===== src/rtl/pipe_hazard_ctrl_if.sv =====
// Hazard controller bundle: pipeline hazard sources in, stall/flush controls out.
// The master drives the hazard sources; the slave (controller) drives the controls.
interface pipe_hazard_ctrl_if #(
  parameter int ASIZE = 5,
  parameter int SCW   = 16
);
  logic [ASIZE-1:0] id_rs1;
  logic [ASIZE-1:0] id_rs2;
  logic             id_uses_rs2;
  logic             ex_mem_read;
  logic             ex_wen;
  logic [ASIZE-1:0] ex_waddr;
  logic             br_taken;
  logic             dm_req;
  logic             dm_ready;
  logic             stall_if;
  logic             flush_if;
  logic             stall_id;
  logic             bubble_exe;
  logic             stall_exe;
  logic             bubble_wb;
  logic             dm_abort;
  logic             dm_timeout;
  logic             mem_wait;
  logic [SCW-1:0]   stall_cnt;

  modport master (
    output id_rs1, id_rs2, id_uses_rs2,
    output ex_mem_read, ex_wen, ex_waddr,
    output br_taken, dm_req, dm_ready,
    input  stall_if, flush_if, stall_id,
    input  bubble_exe, stall_exe, bubble_wb,
    input  dm_abort, dm_timeout, mem_wait,
    input  stall_cnt
  );

  modport slave (
    input  id_rs1, id_rs2, id_uses_rs2,
    input  ex_mem_read, ex_wen, ex_waddr,
    input  br_taken, dm_req, dm_ready,
    output stall_if, flush_if, stall_id,
    output bubble_exe, stall_exe, bubble_wb,
    output dm_abort, dm_timeout, mem_wait,
    output stall_cnt
  );
endinterface


===== src/rtl/pipe_hazard_ctrl.sv =====
// Stall/flush sequencer for the 5-stage pipeline: load-use, branch flush,
// and multi-cycle data-memory wait with timeout abort plus stall statistics.
module pipe_hazard_ctrl #(
  parameter int ASIZE       = 5,
  parameter int MEM_TIMEOUT = 15,
  parameter int CW          = 4,
  parameter int SCW         = 16
) (
  input  logic               clk,
  input  logic               rst,
  pipe_hazard_ctrl_if.slave  bus
);

  typedef enum logic {
    RUN,
    MEM_WAIT
  } state_t;

  localparam logic [CW-1:0] TMO = CW'(MEM_TIMEOUT);

  state_t          state, state_n;
  logic [CW-1:0]   wait_cnt, wait_n;
  logic            set_to;
  logic            load_use;
  logic            timeout_q;
  logic [SCW-1:0]  scnt_q;

  assign load_use = bus.ex_mem_read & bus.ex_wen &
                    (bus.ex_waddr != '0) &
                    ((bus.ex_waddr == bus.id_rs1) |
                     (bus.id_uses_rs2 &
                      (bus.ex_waddr == bus.id_rs2)));

  always_ff @(posedge clk or posedge rst) begin
    if (rst) begin
      state     <= RUN;
      wait_cnt  <= '0;
      timeout_q <= 1'b0;
      scnt_q    <= '0;
    end else begin
      state    <= state_n;
      wait_cnt <= wait_n;
      if (set_to)
        timeout_q <= 1'b1;
      if (bus.stall_if && scnt_q != '1)
        scnt_q <= scnt_q + 1'b1;
    end
  end

  always_comb begin
    state_n        = state;
    wait_n         = wait_cnt;
    set_to         = 1'b0;
    bus.stall_if   = 1'b0;
    bus.flush_if   = 1'b0;
    bus.stall_id   = 1'b0;
    bus.bubble_exe = 1'b0;
    bus.stall_exe  = 1'b0;
    bus.bubble_wb  = 1'b0;
    bus.dm_abort   = 1'b0;
    if (!rst) begin
      unique case (state)
        RUN: begin
          if (bus.dm_req && !bus.dm_ready) begin
            bus.stall_if  = 1'b1;
            bus.stall_id  = 1'b1;
            bus.stall_exe = 1'b1;
            bus.bubble_wb = 1'b1;
            state_n       = MEM_WAIT;
            wait_n        = CW'(1);
          end else if (bus.br_taken) begin
            bus.flush_if   = 1'b1;
            bus.bubble_exe = 1'b1;
          end else if (load_use) begin
            bus.stall_if   = 1'b1;
            bus.bubble_exe = 1'b1;
          end
        end
        MEM_WAIT: begin
          if (bus.dm_ready) begin
            state_n = RUN;
            wait_n  = '0;
            if (bus.br_taken) begin
              bus.flush_if   = 1'b1;
              bus.bubble_exe = 1'b1;
            end else if (load_use) begin
              bus.stall_if   = 1'b1;
              bus.bubble_exe = 1'b1;
            end
          end else if (wait_cnt < TMO) begin
            bus.stall_if  = 1'b1;
            bus.stall_id  = 1'b1;
            bus.stall_exe = 1'b1;
            bus.bubble_wb = 1'b1;
            wait_n        = wait_cnt + 1'b1;
          end else begin
            // abandon the access: squash its writeback, let the pipe move
            bus.dm_abort  = 1'b1;
            bus.bubble_wb = 1'b1;
            set_to        = 1'b1;
            state_n       = RUN;
            wait_n        = '0;
          end
        end
        default: begin
          state_n = RUN;
          wait_n  = '0;
        end
      endcase
    end
  end

  assign bus.dm_timeout = timeout_q;
  assign bus.mem_wait   = (state == MEM_WAIT);
  assign bus.stall_cnt  = scnt_q;

endmodule


===== src/flat_wrapper.sv =====
// flat-port wrapper written by rule: the top's interface ports become plain ports
module pipe_hazard_ctrl_flat 
#(
  parameter int ASIZE       = 5,
  parameter int MEM_TIMEOUT = 15,
  parameter int CW          = 4,
  parameter int SCW         = 16
)
  (clk, rst, bus_id_rs1, bus_id_rs2, bus_id_uses_rs2, bus_ex_mem_read, bus_ex_wen, bus_ex_waddr, bus_br_taken, bus_dm_req, bus_dm_ready, bus_stall_if, bus_flush_if, bus_stall_id, bus_bubble_exe, bus_stall_exe, bus_bubble_wb, bus_dm_abort, bus_dm_timeout, bus_mem_wait, bus_stall_cnt);
  pipe_hazard_ctrl_if #(.ASIZE(ASIZE), .SCW(SCW)) bus_i ();
  input  logic clk;
  input  logic rst;
  input wire logic [$bits(bus_i.id_rs1)-1:0] bus_id_rs1;
  input wire logic [$bits(bus_i.id_rs2)-1:0] bus_id_rs2;
  input wire logic [$bits(bus_i.id_uses_rs2)-1:0] bus_id_uses_rs2;
  input wire logic [$bits(bus_i.ex_mem_read)-1:0] bus_ex_mem_read;
  input wire logic [$bits(bus_i.ex_wen)-1:0] bus_ex_wen;
  input wire logic [$bits(bus_i.ex_waddr)-1:0] bus_ex_waddr;
  input wire logic [$bits(bus_i.br_taken)-1:0] bus_br_taken;
  input wire logic [$bits(bus_i.dm_req)-1:0] bus_dm_req;
  input wire logic [$bits(bus_i.dm_ready)-1:0] bus_dm_ready;
  output wire logic [$bits(bus_i.stall_if)-1:0] bus_stall_if;
  output wire logic [$bits(bus_i.flush_if)-1:0] bus_flush_if;
  output wire logic [$bits(bus_i.stall_id)-1:0] bus_stall_id;
  output wire logic [$bits(bus_i.bubble_exe)-1:0] bus_bubble_exe;
  output wire logic [$bits(bus_i.stall_exe)-1:0] bus_stall_exe;
  output wire logic [$bits(bus_i.bubble_wb)-1:0] bus_bubble_wb;
  output wire logic [$bits(bus_i.dm_abort)-1:0] bus_dm_abort;
  output wire logic [$bits(bus_i.dm_timeout)-1:0] bus_dm_timeout;
  output wire logic [$bits(bus_i.mem_wait)-1:0] bus_mem_wait;
  output wire logic [$bits(bus_i.stall_cnt)-1:0] bus_stall_cnt;
  assign bus_i.id_rs1 = bus_id_rs1;
  assign bus_i.id_rs2 = bus_id_rs2;
  assign bus_i.id_uses_rs2 = bus_id_uses_rs2;
  assign bus_i.ex_mem_read = bus_ex_mem_read;
  assign bus_i.ex_wen = bus_ex_wen;
  assign bus_i.ex_waddr = bus_ex_waddr;
  assign bus_i.br_taken = bus_br_taken;
  assign bus_i.dm_req = bus_dm_req;
  assign bus_i.dm_ready = bus_dm_ready;
  assign bus_stall_if = bus_i.stall_if;
  assign bus_flush_if = bus_i.flush_if;
  assign bus_stall_id = bus_i.stall_id;
  assign bus_bubble_exe = bus_i.bubble_exe;
  assign bus_stall_exe = bus_i.stall_exe;
  assign bus_bubble_wb = bus_i.bubble_wb;
  assign bus_dm_abort = bus_i.dm_abort;
  assign bus_dm_timeout = bus_i.dm_timeout;
  assign bus_mem_wait = bus_i.mem_wait;
  assign bus_stall_cnt = bus_i.stall_cnt;
  pipe_hazard_ctrl #(.ASIZE(ASIZE), .MEM_TIMEOUT(MEM_TIMEOUT), .CW(CW), .SCW(SCW)) u_core (.clk(clk), .rst(rst), .bus(bus_i));
endmodule

===== config.mk =====
export PLATFORM = sky130hd
export DESIGN_NAME = pipe_hazard_ctrl_flat
export DESIGN_NICKNAME = d
export VERILOG_FILES = /design/src/rtl/pipe_hazard_ctrl_if.sv /design/src/rtl/pipe_hazard_ctrl.sv /design/src/flat_wrapper.sv
export SDC_FILE = /design/constraint.sdc
export NUM_CORES = 1
export LEC_CHECK = 0
export CAP_MARGIN = 40
export CORE_ASPECT_RATIO = 0.75
export CORE_MARGIN = 5
export CORE_UTILIZATION = 44
export CTS_CLUSTER_SIZE = 16
export DETAILED_ROUTE_END_ITERATION = 7
export PLACE_DENSITY = 0.76
export SKIP_CTS_REPAIR_TIMING = 1
export SLEW_MARGIN = 20
export SYNTH_ARGS = -nofsm -noshare
export SYNTH_HDL_FRONTEND = slang
export SYNTH_SLANG_ARGS = --single-unit

===== constraint.sdc =====
create_clock -name clk -period 2.45 [get_ports clk]
set_clock_uncertainty 0.15 [all_clocks]
set_input_delay 0.6125 -clock clk [delete_from_list [all_inputs] [get_ports clk]]
set_output_delay 0.6125 -clock clk [all_outputs]
set_load 0.02 [all_outputs]

### Word level (Yosys, flattened, before mapping)

Cells that the tools add are included.

| cells by class | value |
|---|---|
| $add $sub $neg | 2 |
| $lt $le $gt $ge | 1 |
| eq/ne operators | 4 |
| muxes and demuxes | 32 |
| bitwise gates (word level) | 7 |
| reductions and logical operators | 5 |

Operators by type and width:

| operator | number |
|---|---|
| 1-bit two-way mux | 23 |
| 16-bit by 1-bit adder with 16-bit output (second input constant) | 1 |
| 16-bit != test (second input constant) | 1 |
| 4-bit two-way mux | 3 |
| 5-bit == test | 2 |
| 1-bit case mux with 2 select lines | 5 |
| 4-bit case mux with 2 select lines | 1 |
| 5-bit nonzero test | 1 |
| 4-bit by 1-bit adder with 4-bit output (second input constant) | 1 |
| 1-bit bitwise AND | 4 |
| 4-bit less-than comparator (second input constant) | 1 |
| 1-bit logical AND | 2 |
| 2-bit by 1-bit != test with 1-bit output (second input constant) | 1 |
| 1-bit NOT | 2 |
| 2-bit AND reduction | 1 |
| 1-bit zero test | 1 |
| 1-bit bitwise OR | 1 |

| word-level totals | value |
|---|---|
| register bits after elaboration | 22 |
| input port bits | 23 |
| output and inout bits | 25 |

### Longest topological paths before layout

| logic depth | value |
|---|---|
| depth after elaboration | 10 |
| mapped depth | 10 |

### Least setup slack after synthesis

No wires, ideal clock.

| timing path | value |
|---|---|
| path type | input -> output |
| from | input bus_ex_waddr[1] |
| to | output bus_bubble_exe |
| data arrival time | 1.700 ns |
| required time | 1.688 ns |
| slack | -0.012 ns |
| stages on the path | 4 |
| path buffers | 0 |
| cells stage by stage | or3_1 -> o311a_1 -> nor2b_1 -> o211a_1 |

| on the way | value |
|---|---|
| word-level cells in the longest chain between the ends | 9 |

Ends and longest elaborated chain:

| what | line | text |
|---|---|---|
| start, declared | flat_wrapper.sv:18 | `input wire logic [$bits(bus_i.ex_waddr)-1:0] bus_ex_waddr;` |
| 5-bit == test | pipe_hazard_ctrl.sv:32 | `(bus.ex_waddr == bus.id_rs2)));` |
| 1-bit bitwise AND | pipe_hazard_ctrl.sv:31 | `(bus.id_uses_rs2 &` |
| 1-bit bitwise OR | pipe_hazard_ctrl.sv:30 | `((bus.ex_waddr == bus.id_rs1) \|` |
| 1-bit bitwise AND (*) | pipe_hazard_ctrl.sv:29 | `(bus.ex_waddr != '0) &` |
| 1-bit two-way mux (*) | pipe_hazard_ctrl.sv:74, pipe_hazard_ctrl.sv:86 |  |
| 1-bit two-way mux (*) | pipe_hazard_ctrl.sv:71, pipe_hazard_ctrl.sv:83 |  |
| 1-bit two-way mux, on equally long branches | pipe_hazard_ctrl.sv:80, pipe_hazard_ctrl.sv:64 |  |
| 1-bit case mux with 2 select lines (*) | pipe_hazard_ctrl.sv:62 | `unique case (state)` |
| 1-bit two-way mux (*) | pipe_hazard_ctrl.sv:61 | `if (!rst) begin` |
| end, declared | flat_wrapper.sv:25 | `output wire logic [$bits(bus_i.bubble_exe)-1:0] bus_bubble_exe;` |

Mark *: on every way between the ends. The rest lies on a longest branch, timed or not.

### Worst setup path after layout

| timing path | value |
|---|---|
| from | input bus_ex_waddr[3] |
| to | output bus_bubble_exe |

Same word-level chain as after synthesis.

==> results list <==
- Port Buf Inserts: 47
- Failing checks: negative setup slack
* Number of slew-limit violations in the final report: 0
- In the global route stage, overall resource usage came out at 17.3%.
* Final worst setup slack: -0.266 ns
- Type of the tightest min-delay check: reg -> reg
- Max-cap violations in this run came to 0.
* Biggest cell delay along the critical path: 0.38 ns
- Antenna violations before repair: 0
* Count of H-tree levels built during CTS: 1
* First-pass GRT wire length: 5820 um
- Setup violations remaining at the end of the flow were counted as 2.
- Die Wd: 72.7 um
* Antenna cells: 0
* Number of buffers created by CTS: 3
- Routed wire length: 3920 um
- The largest individual stage delay along the critical path comes from the cell sky130_fd_sc_hd__or3_4.
- Vias/cell: 5.38
- The via count of the first global-routing pass was 1,334.
* Distinct cells, synth: 38
- Summed over all cells, the static leakage comes to 0.00109 uW.
* Category of the worst setup path launch point: input pin
- The hold violation count in the final report came to 0.
- The area growth from synthesis to layout is 69.4%.
- Source-to-sink clock delay at the later pin of the worst-skew pair: 0.26 ns
- Entering global routing, the biggest net connects 24 pins.
- The initial utilization of the core area, before any placement, comes to 44.9%.
- In this run the tightest slew margin relative to its limit is 72.8%.
- The design draws 1200 uW.
- After layout, the worst path uses 111% of the clock period.
* Antenna Violating Nets Remaining: 0
- Clock slew seen by the registers of the worst setup and hold paths: 0.08 ns
* Post-synthesis instance total: 132
* Minimum clock period: 2.72 ns
* Class of the most critical setup path: in -> out
* TritonCTS clock tree: done
- VDD IR-drop max: 0.541 mV
- Count of pins on the block boundary: 48
- For this run, the top clock speed supported by timing is 368 MHz.
* Core Footprint: 0.00289 mm^2
- The Yosys step of the flow raised 0 warnings.
- Sequential cells were found to cover 42.4% of the synthesized design area.
- In this run the critical register-to-register path is launched from u_core.wait_cnt[0]$_DFFE_PP0P_.
* Proportion of layout cells with a drive suffix above 1: 29.4%
* Post-synthesis async set-or-reset flop share: 100%
- The endpoint identified for the worst register-to-register timing path is u_core.bus.stall_cnt[1]$_DFFE_PP0P_.
- CTS Root Buffer Type: sky130_fd_sc_hd__clkbuf_8
- Power spread over the standard cell area amounts to 545 mW/mm^2.
* Worst-case clock buffer depth: 2
* Vias: 1,303
- Last element of the critical path: bus_bubble_exe
- Each instance of the synthesized netlist takes up on average 9.83 um^2.
- Iteration-0 DRC count of the detailed router: 68
* Register-to-Register Path Depth: 8
- In this run the worst path has a maximum fanout of 3.
- Worst path cell trace: buf_8 > or3_4 > o311a_4 > nor2b_4 > o211a_1 > buf_6
* Worst path arrival time: 1.95 ns
- Setup repair after global routing could not meet its margin everywhere.
* Routed wire length per instance: 16.2 um
- Number of enable-type register cells in the synthesized netlist: 0
- Final Wtd Congestion: 0.900
- Length of the first detailed-routing pass in iterations: 4
* Layout Cell Area excl Fill: 0.00220 mm^2
- Tracing the worst setup path back leads to its startpoint at bus_ex_waddr[3].
- In the final design database the tool counted 230 nets.
- The die covers 0.00415 mm^2.
* Crit path required time: 1.69 ns
* Site Rows: 17
- Result of the run: finished with violations
* Die Ht: 57.0 um
* R2R Setup Slk: 0.14 ns
- Critical Path End Type: output pin
- Placed instance area: 0.00196 mm^2
- Slew of the pin with the lowest slew margin: 0.404 ns
- Summed over all nets, the half-perimeter wirelength after detailed placement is 2750 um.
- The most used flip-flop cell after synthesis is sky130_fd_sc_hd__dfrtp_1.
* Sink count of the clock tree: 22
* Post-Syn Nets: 157
- After detailed routing, the number of remaining DRC violations is 0.
* Flop and latch count out of synthesis: 22
- Post-synthesis instance area: 0.00130 mm^2
* Overflow left after global routing: 0
## cell type report
| class | count | area [um^2] |
|---|---|---|
| timing repair buffer | 71 | 723 |
| inverter | 5 | 18.8 |
| fill | 195 | 694 |
| tap | 38 | 47.5 |
| clock inverter | 1 | 30.0 |
| multi-input combinational | 102 | 787 |
| clock buffer | 3 | 41.3 |
| sequential | 22 | 551 |
## logic make-up after synthesis
group | count (synthesis) | synth area share (%)
flops | 22 | 42.4
simple gates | 56 | 23.4
compound gates | 20 | 12.1
mux | 1 | 0.868
xor+xnor | 23 | 15.5
fa+ha+maj | 2 | 1.93
buf+inv | 8 | 3.76
## critical path, delay by kind of cell
kind                   cells  cell delay [ns]
AOI/OAI and AO/OA          2             0.60
buffers and inverters      2             0.23
and+or+nand+nor            2             0.51
## registers in the layout (all words and copies together), names as in the netlist
| register | cells |
|---|---|
| u_core.wait_cnt | 4 |
| u_core.bus.mem_wait | 1 |
| u_core.bus.dm_timeout | 1 |
| u_core.bus.stall_cnt | 16 |
## synthesized netlist by cell type (2+ instances only)
library cell / count / share of area (%)
sky130_fd_sc_hd__nand2_1: 16 / 4.6
sky130_fd_sc_hd__nand4_1: 5 / 2.4
sky130_fd_sc_hd__nor2b_1: 2 / 0.96
sky130_fd_sc_hd__buf_6: 2 / 1.7
sky130_fd_sc_hd__o21ai_0: 4 / 1.5
sky130_fd_sc_hd__ha_1: 2 / 1.9
sky130_fd_sc_hd__a21oi_1: 3 / 1.2
sky130_fd_sc_hd__nor2_1: 9 / 2.6
sky130_fd_sc_hd__inv_1: 5 / 1.4
sky130_fd_sc_hd__nor3_1: 3 / 1.2
sky130_fd_sc_hd__xor2_1: 10 / 6.7
sky130_fd_sc_hd__xnor2_1: 13 / 8.8
sky130_fd_sc_hd__and3_1: 4 / 1.9
sky130_fd_sc_hd__dfrtp_1: 22 / 42
sky130_fd_sc_hd__nand3_1: 9 / 3.5
## power breakdown
group,internal (uW),switching (uW)
sequential,408,60.0
clock,218,116
combinational,210,187
## layer usage
| layer | track usage (%) | part of all wire [%] |
|---|---|---|
| met5 | 0 | 0 |
| met4 | 3.95 | 1.9 |
| met3 | 3.17 | 6.0 |
| met2 | 29.9 | 49 |
| met1 | 22.5 | 43 |
## through the flow
step	worst slack [ns]	instances	hold slack, ns	setup TNS [ns]	util (%)
floorplan	-0.0124	132	0.321	-0.0124	-
global placement	-0.920	235	0.298	-7.81	67.6
detailed placement	-0.969	235	0.308	-8.66	67.6
CTS	-0.987	239	0.328	-4.91	70.1
global route	-0.360	242	0.364	-0.633	76.0
finish	-0.266	242	0.325	-0.444	76.0
## how the worst min path moves through the flow
stage               cells past startpoint                                end                         startpoint
floorplan                               1     u_core.wait_cnt[2]$_DFFE_PP0P_     u_core.wait_cnt[2]$_DFFE_PP0P_
global placement                        1  u_core.bus.dm_timeout$_DFFE_PP0P_  u_core.bus.dm_timeout$_DFFE_PP0P_
detailed placement                      1  u_core.bus.dm_timeout$_DFFE_PP0P_  u_core.bus.dm_timeout$_DFFE_PP0P_
CTS                                     1  u_core.bus.dm_timeout$_DFFE_PP0P_  u_core.bus.dm_timeout$_DFFE_PP0P_
global route                            1  u_core.bus.dm_timeout$_DFFE_PP0P_  u_core.bus.dm_timeout$_DFFE_PP0P_
finish                                  1  u_core.bus.dm_timeout$_DFFE_PP0P_  u_core.bus.dm_timeout$_DFFE_PP0P_
## layout by cell type (no fill, tap or decap), types with 2 or more instances in the layout
cell type | Yosys | layout
sky130_fd_sc_hd__nand3_1 | 9 | 9
sky130_fd_sc_hd__inv_1 | 5 | 4
sky130_fd_sc_hd__nor3_1 | 3 | 2
sky130_fd_sc_hd__nand4_1 | 5 | 5
sky130_fd_sc_hd__xor2_2 | 0 | 3
sky130_fd_sc_hd__ha_1 | 2 | 2
sky130_fd_sc_hd__xor2_1 | 10 | 7
sky130_fd_sc_hd__nor2_1 | 9 | 8
sky130_fd_sc_hd__clkbuf_8 | 0 | 3
sky130_fd_sc_hd__dfrtp_1 | 22 | 22
sky130_fd_sc_hd__nand2_2 | 0 | 2
sky130_fd_sc_hd__buf_6 | 2 | 6
sky130_fd_sc_hd__clkdlybuf4s50_1 | 0 | 22
sky130_fd_sc_hd__dlymetal6s2s_1 | 0 | 16
sky130_fd_sc_hd__buf_4 | 1 | 22
sky130_fd_sc_hd__and3_1 | 4 | 3
sky130_fd_sc_hd__xnor2_1 | 13 | 13
sky130_fd_sc_hd__clkbuf_2 | 0 | 2
sky130_fd_sc_hd__a21oi_1 | 3 | 3
sky130_fd_sc_hd__o21ai_0 | 4 | 4
sky130_fd_sc_hd__nand2_1 | 16 | 14
No activity file was read; power rests on OpenSTA's default activity.
